[config.mk]
export PLATFORM = sky130hd
export DESIGN_NAME = vm_text_writer_flat
export DESIGN_NICKNAME = d
export VERILOG_FILES = /design/src/rtl/vm_text_pkg.sv /design/src/rtl/vm_text_writer_if.sv /design/src/rtl/vm_fill_counter.sv /design/src/rtl/vm_text_writer.sv /design/src/flat_wrapper.sv
export SDC_FILE = /design/constraint.sdc
export NUM_CORES = 1
export LEC_CHECK = 0
export CORE_MARGIN = 3
export CORE_UTILIZATION = 50
export CTS_CLUSTER_SIZE = 40
export DETAILED_ROUTE_END_ITERATION = 16
export GPL_TIMING_DRIVEN = 1
export PLACE_DENSITY = 0.74
export SLEW_MARGIN = 30
export SYNTH_ARGS = -nofsm -noshare
export SYNTH_HDL_FRONTEND = slang
export SYNTH_SLANG_ARGS = --single-unit
export TNS_END_PERCENT = 20
[constraint.sdc]
create_clock -name clk -period 3.5 [get_ports clk]
set_input_delay 0.35 -clock clk [delete_from_list [all_inputs] [get_ports clk]]
set_output_delay 0.35 -clock clk [all_outputs]
set_load 0.02 [all_outputs]
[src/rtl/vm_text_pkg.sv]
// vm_text_pkg: screen geometry, writer FSM states and ASCII control codes
package vm_text_pkg;
    localparam int COLS       = 70;
    localparam int ROWS       = 30;
    localparam int PROMPT_LEN = 9;
    localparam int AW         = 12;
    typedef enum logic [2:0] {IDLE, PUT, SCROLL, CLRLINE, CLEAR} state_t;
    localparam logic [7:0] CH_CR    = 8'h0D;
    localparam logic [7:0] CH_LF    = 8'h0A;
    localparam logic [7:0] CH_BS    = 8'h08;
    localparam logic [7:0] CH_SPACE = 8'h20;
    localparam logic [7:0] CH_PR_LO = 8'h20;
    localparam logic [7:0] CH_PR_HI = 8'h7E;
endpackage

[src/rtl/vm_text_writer_if.sv]
// vm_text_writer_if: byte input handshake plus video memory write/read port
interface vm_text_writer_if
    import vm_text_pkg::*;
#(
    parameter int AW = vm_text_pkg::AW
);
    logic          ch_valid;
    logic [7:0]    ch_data;
    logic          ch_ready;
    logic          clr_screen;
    logic          vm_we;
    logic [AW-1:0] vm_waddr;
    logic [7:0]    vm_wdata;
    logic [AW-1:0] vm_raddr;
    logic [7:0]    vm_rdata;
    modport master (
        output ch_valid, ch_data, clr_screen, vm_rdata,
        input  ch_ready, vm_we, vm_waddr, vm_wdata, vm_raddr
    );
    modport slave (
        input  ch_valid, ch_data, clr_screen, vm_rdata,
        output ch_ready, vm_we, vm_waddr, vm_wdata, vm_raddr
    );
endinterface

[src/rtl/vm_fill_counter.sv]
// vm_fill_counter: linear sweep over len cells from base while enabled; done on the last cell
module vm_fill_counter
    import vm_text_pkg::*;
(
    input  logic          clk,
    input  logic          clrn,
    input  logic          en,
    input  logic [AW-1:0] base,
    input  logic [AW-1:0] len,
    output logic [AW-1:0] cnt,
    output logic [AW-1:0] addr,
    output logic          done
);
    assign addr = base + cnt;
    assign done = en && cnt == len - 1'b1;
    // returns to zero on done so every sweep starts from its base
    always_ff @(posedge clk or negedge clrn)
        if (!clrn) cnt <= '0;
        else if (en) cnt <= done ? '0 : cnt + 1'b1;
endmodule

[src/rtl/vm_text_writer.sv]
// vm_text_writer: turns an ASCII byte stream into character cells with cursor, wrap, scroll and clear
module vm_text_writer
    import vm_text_pkg::*;
(
    input  logic            clk,
    input  logic            clrn,
    vm_text_writer_if.slave bus,
    output logic [4:0]      cur_row,
    output logic [6:0]      cur_col
);
    state_t        state;
    logic [6:0]    line_start;
    logic          scroll_pend;
    logic          fill_en, fill_done, accept, nl, is_print, last_col, last_row, scroll_rd;
    logic [AW-1:0] cnt, fill_addr, fill_base, fill_len, cur_addr;

    assign fill_en   = state inside {SCROLL, CLRLINE, CLEAR};
    assign fill_len  = state == SCROLL ? AW'(COLS * (ROWS - 1) + 1) :
                       state == CLRLINE ? AW'(COLS) : AW'(COLS * ROWS);
    assign fill_base = state == CLRLINE ? AW'(COLS * (ROWS - 1)) : '0;

    vm_fill_counter u_fill (
        .clk(clk), .clrn(clrn), .en(fill_en), .base(fill_base), .len(fill_len),
        .cnt(cnt), .addr(fill_addr), .done(fill_done)
    );

    // scroll reads one row ahead; the last sweep step only drains the pipeline
    assign scroll_rd     = state == SCROLL && cnt < AW'(COLS * (ROWS - 1));
    assign bus.vm_raddr  = scroll_rd ? cnt + AW'(COLS) : '0;
    assign bus.ch_ready  = state == IDLE;
    assign accept        = bus.ch_ready && bus.ch_valid && !bus.clr_screen;
    assign nl            = bus.ch_data == CH_CR || bus.ch_data == CH_LF;
    assign is_print      = bus.ch_data >= CH_PR_LO && bus.ch_data <= CH_PR_HI;
    assign last_col      = cur_col == 7'(COLS - 1);
    assign last_row      = cur_row == 5'(ROWS - 1);
    assign cur_addr      = AW'(cur_row) * AW'(COLS) + AW'(cur_col);

    always_ff @(posedge clk or negedge clrn) begin
        if (!clrn) begin
            state        <= CLEAR;
            cur_row      <= '0;
            cur_col      <= 7'(PROMPT_LEN);
            line_start   <= 7'(PROMPT_LEN);
            scroll_pend  <= 1'b0;
            bus.vm_we    <= 1'b0;
            bus.vm_waddr <= '0;
            bus.vm_wdata <= '0;
        end else begin
            bus.vm_we <= 1'b0;
            case (state)
                IDLE: begin
                    if (bus.clr_screen) state <= CLEAR;
                    else if (accept && nl) begin
                        cur_col    <= 7'(PROMPT_LEN);
                        line_start <= 7'(PROMPT_LEN);
                        if (last_row) state <= SCROLL;
                        else cur_row <= cur_row + 5'd1;
                    end else if (accept && bus.ch_data == CH_BS && cur_col != line_start) begin
                        cur_col      <= cur_col - 7'd1;
                        bus.vm_we    <= 1'b1;
                        bus.vm_waddr <= cur_addr - 1'b1;
                        bus.vm_wdata <= CH_SPACE;
                        state        <= PUT;
                    end else if (accept && is_print) begin
                        bus.vm_we    <= 1'b1;
                        bus.vm_waddr <= cur_addr;
                        bus.vm_wdata <= bus.ch_data;
                        state        <= PUT;
                        cur_col      <= last_col ? 7'd0 : cur_col + 7'd1;
                        if (last_col) begin
                            line_start <= 7'd0;
                            if (last_row) scroll_pend <= 1'b1;
                            else cur_row <= cur_row + 5'd1;
                        end
                    end
                end
                PUT: begin
                    state       <= scroll_pend ? SCROLL : IDLE;
                    scroll_pend <= 1'b0;
                end
                SCROLL: begin
                    if (cnt != '0) begin
                        bus.vm_we    <= 1'b1;
                        bus.vm_waddr <= cnt - 1'b1;
                        bus.vm_wdata <= bus.vm_rdata;
                    end
                    if (fill_done) state <= CLRLINE;
                end
                CLRLINE, CLEAR: begin
                    bus.vm_we    <= 1'b1;
                    bus.vm_waddr <= fill_addr;
                    bus.vm_wdata <= CH_SPACE;
                    if (fill_done) begin
                        state <= IDLE;
                        if (state == CLEAR) begin
                            cur_row    <= '0;
                            cur_col    <= 7'(PROMPT_LEN);
                            line_start <= 7'(PROMPT_LEN);
                        end
                    end
                end
                default: state <= CLEAR;
            endcase
        end
    end
endmodule

[src/flat_wrapper.sv]
// flat-port wrapper written by rule: the top's interface ports become plain ports
module vm_text_writer_flat import vm_text_pkg::*;
  (clk, clrn, cur_row, cur_col, bus_ch_valid, bus_ch_data, bus_clr_screen, bus_vm_rdata, bus_ch_ready, bus_vm_we, bus_vm_waddr, bus_vm_wdata, bus_vm_raddr);
  vm_text_writer_if #(.AW(AW)) bus_i ();
  input  logic clk;
  input  logic clrn;
  output logic [4:0] cur_row;
  output logic [6:0] cur_col;
  input wire logic [$bits(bus_i.ch_valid)-1:0] bus_ch_valid;
  input wire logic [$bits(bus_i.ch_data)-1:0] bus_ch_data;
  input wire logic [$bits(bus_i.clr_screen)-1:0] bus_clr_screen;
  input wire logic [$bits(bus_i.vm_rdata)-1:0] bus_vm_rdata;
  output wire logic [$bits(bus_i.ch_ready)-1:0] bus_ch_ready;
  output wire logic [$bits(bus_i.vm_we)-1:0] bus_vm_we;
  output wire logic [$bits(bus_i.vm_waddr)-1:0] bus_vm_waddr;
  output wire logic [$bits(bus_i.vm_wdata)-1:0] bus_vm_wdata;
  output wire logic [$bits(bus_i.vm_raddr)-1:0] bus_vm_raddr;
  assign bus_i.ch_valid = bus_ch_valid;
  assign bus_i.ch_data = bus_ch_data;
  assign bus_i.clr_screen = bus_clr_screen;
  assign bus_i.vm_rdata = bus_vm_rdata;
  assign bus_ch_ready = bus_i.ch_ready;
  assign bus_vm_we = bus_i.vm_we;
  assign bus_vm_waddr = bus_i.vm_waddr;
  assign bus_vm_wdata = bus_i.vm_wdata;
  assign bus_vm_raddr = bus_i.vm_raddr;
  vm_text_writer u_core (.clk(clk), .clrn(clrn), .bus(bus_i), .cur_row(cur_row), .cur_col(cur_col));
endmodule
==> impl_metrics.ini <==
[clock_network]
cts_sinks = 50
clockBufferDepth = 2
path_clk_slew_ns = 0.10
worstSkewPairLatency_ns = 0.31
cts_tree = done
hold_buffers = 0
h-tree-depth = 2
root_buffer = clkbuf_8
cts_made_buffers = 5

[flow_run]
maxCapViolCount = 0

[setup_path]
r2r_slack_ns = -0.03
rr_worst_depth = 16
slowest_stage = fa_2
critPathLaunchType = flip-flop
reg2reg_to = u_core.bus.vm_waddr[11]$_DFFE_PN0P_
crit_fanout = 5
critical_path_class = reg -> reg
path_cells = inv_4 > ha_4 > inv_1 > ha_1 > inv_1 > fa_2 > buf_4 > or2_2 > o32ai_4 > o211a_1 > buf_4 > nand4b_1 > xnor2_2 > a2111o_1 > a31oi_1 > a2bb2oi_1
reg2reg_from = u_core.cur_row[3]$_DFFE_PN0P_
cp.required_ns = 3.71
end_kind = flip-flop
cpPeakStageDelay_ns = 0.47
crit_arrival_ns = 3.74

[timing]
timing.final.max_slew_violations = 0
skew_ns = 0.0117
fin_tns_setup_ns = -0.0353
setup_ws_ns = -0.0282
max_slew_margin_pct = 49.8
setup_violations = 2
rsz0062_at_grt = yes
min_period_ns = 3.53
timing.fmax_mhz = 283
final_hold_viol_count = 0
tightest_slew_ns = 0.753
min_period_over_period_pct = 101

[synth]
yosysMostFrequentCell = nor2_1
postSynthAreaPerCell_um2 = 7.97
netlist_top_cells_count = 76 x nor2_1, 46 x dfrtp_1, 43 x nand2_1, 40 x a21oi_1, 40 x o21ai_0
syn_area_mm2 = 0.00448
synth_top_area_share_pct = 25.7
synth_nets = 624
ys_ff_latch = 50
synth_area_leaders = dfrtp_1 26%, ha_1 11%, nor2_1 6.4%
synth_edf_count = 0
ys_async_sr_fraction_pct = 100
netlist_instances = 562
synth_seq_area_share_pct = 28.0
ys_types = 65
synthFlopType = dfrtp_1
yosysWarnings = 0
synth_top_area_cell = dfrtp_1

[power]
p_switching_mw = 0.242
p_leak_nw = 2.54
p_int_mw = 0.742
pwr-share-comb_pct = 4.4
irDropWorstVdd_mv = 0.133
seqPwrFrac_pct = 58.7
switching_share_pct = 24.6
p_clk_share_pct = 36.9
powerDensity_mw_per_mm2 = 172

[grt]
antenna_found_initial = 0
grt_max_degree = 31
grt_use_total_pct = 25.6
grt_pass1_vias = 4485
grt_overflow = 0
grt_first_pass_wirelength_mm = 21.3

[route]
drtIter0Drc = 288
vias = 4536
wire_per_inst_um = 16.5
vias_per_cell = 5.98
dr.pass1.iters = 5
drc = 0
drt-total-wl_mm = 12.5
ant_nets = 0

[outcome]
violations = negative setup slack
run_status = finished, violations left

[floorplanning]
ios = 66
die_y_um = 101
die_x_um = 101
start_util_pct = 52.9
core-area_mm2 = 0.00846
dieArea_mm2 = 0.0101
core.rowCount = 33

[cells_and_area]
area_growth_pct = 27.6
diodes = 0
nets = 715
drive_gt1_share_pct = 13.6
post-route-util_pct = 67.6

[min_path]
worstHoldPathType = in -> async

[placement]
port_buffers = 65
place.gp.congestion = 0.908
dpl.hpwl_mm = 9.69
## cell families after synthesis
logic type / count (synthesis) / synth area share (%)
buf+inv: 51 / 4.63
compound gates: 148 / 20.9
fa+ha+maj: 42 / 12.2
simple gates: 224 / 25.0
xor+xnor: 46 / 8.99
flops: 50 / 28.0
mux: 1 / 0.223
## power by group through the flow
stage,Sequential [mW],Combinational [mW],Clock [mW]
finish,0.577,0.0431,0.364
global route,0.578,0.0474,0.393
CTS,0.578,0.0442,0.372
detailed placement,0.589,0.0440,0
global placement,0.589,0.0429,0
floorplan,0.589,0.00435,0
## metrics by stage
stage | cell area, µm² | worst slack [ns] | hold WS, ns | std cells | power [mW]
global route | 5720 | -0.202 | 0.120 | 759 | 1.02
global placement | 5530 | 0.0309 | 0.444 | 745 | 0.632
finish | 5720 | -0.0282 | 0.0906 | 759 | 0.984
floorplan | 4580 | -0.000866 | 0.0544 | 562 | 0.593
CTS | 5680 | 0.0130 | 0.114 | 758 | 0.993
detailed placement | 5530 | -0.142 | 0.455 | 745 | 0.633
## worst max-delay path: cells and delay by family, from the launching register on
family                     cells  cell delay [ns]
DFF                            1             0.43
AOI/OAI and AO/OA              5             0.98
and+or+nand+nor                2             0.47
xor gates and xnor gates       1             0.20
buffers and inverters          5             0.46
adders and majority gates      3             0.90
## per-layer routing
layer | global-route usage (%) | routed length [µm]
met5 | 0 | 0
met1 | 35.1 | 5630
met2 | 42.7 | 5990
met3 | 3.81 | 716
met4 | 5.91 | 190
## timing repair
action | CTS | global route
pin swaps | 7 | 3
setup buffers | 5 | 1
cloned | 0 | 0
resized for setup | 7 | 6
setup endpoints to repair | 2 | 3
## sequential cells by signal, indices dropped and copies added (netlist names)
| name | flops |
|---|---|
| u_core.bus.vm_we | 1 |
| u_core.u_fill.cnt | 12 |
| u_core.cur_row | 5 |
| u_core.cur_col | 7 |
| u_core.state | 3 |
| u_core.bus.vm_wdata | 8 |
| u_core.line_start | 1 |
| u_core.scroll_pend | 1 |
| u_core.bus.vm_waddr | 12 |
## worst max-delay path by stage
stage                                   from                             endpoint  slack (ns)  depth (start not counted)
5_1_grt        u_core.cur_row[3]$_DFFE_PN0P_  u_core.bus.vm_waddr[11]$_DFFE_PN0P_       -0.20                         17
3_3_place_gp   u_core.cur_row[3]$_DFFE_PN0P_  u_core.bus.vm_waddr[11]$_DFFE_PN0P_        0.03                         15
4_1_cts        u_core.cur_row[2]$_DFFE_PN0P_  u_core.bus.vm_waddr[11]$_DFFE_PN0P_        0.01                         12
6_report       u_core.cur_row[3]$_DFFE_PN0P_  u_core.bus.vm_waddr[11]$_DFFE_PN0P_       -0.03                         16
2_1_floorplan  u_core.cur_row[3]$_DFFE_PN0P_  u_core.bus.vm_waddr[11]$_DFFE_PN0P_     -0.0009                         15
3_5_place_dp   u_core.cur_row[3]$_DFFE_PN0P_  u_core.bus.vm_waddr[10]$_DFFE_PN0P_       -0.14                         16
## cell type report
| class | instances | area (µm²) |
|---|---|---|
| Multi-Input combinational cell | 461 | 3170 |
| Fill cell | 712 | 2740 |
| Sequential cell | 50 | 1260 |
| Timing Repair Buffer | 107 | 965 |
| Tap cell | 105 | 131 |
| Inverter | 28 | 108 |
| Clock buffer | 6 | 72.6 |
| Clock inverter | 2 | 13.8 |
## placed cells by master, fill, tap and decap left out, types with 5 or more instances in the layout
cell,n
clkdlybuf4s50_1,64
nor3_1,17
nand3_1,13
and3_1,8
nand4_1,9
dfrtp_1,44
a22oi_1,7
xor2_1,20
buf_4,41
a31oi_1,9
inv_1,26
nor2b_1,7
nor2_1,74
or2_2,6
a211oi_1,6
ha_1,36
xnor2_1,24
clkbuf_8,5
nand2_1,43
or3_1,8
o31ai_1,7
a21oi_1,39
o21ai_0,39
Note: power is estimated with default switching activity, not from simulation.
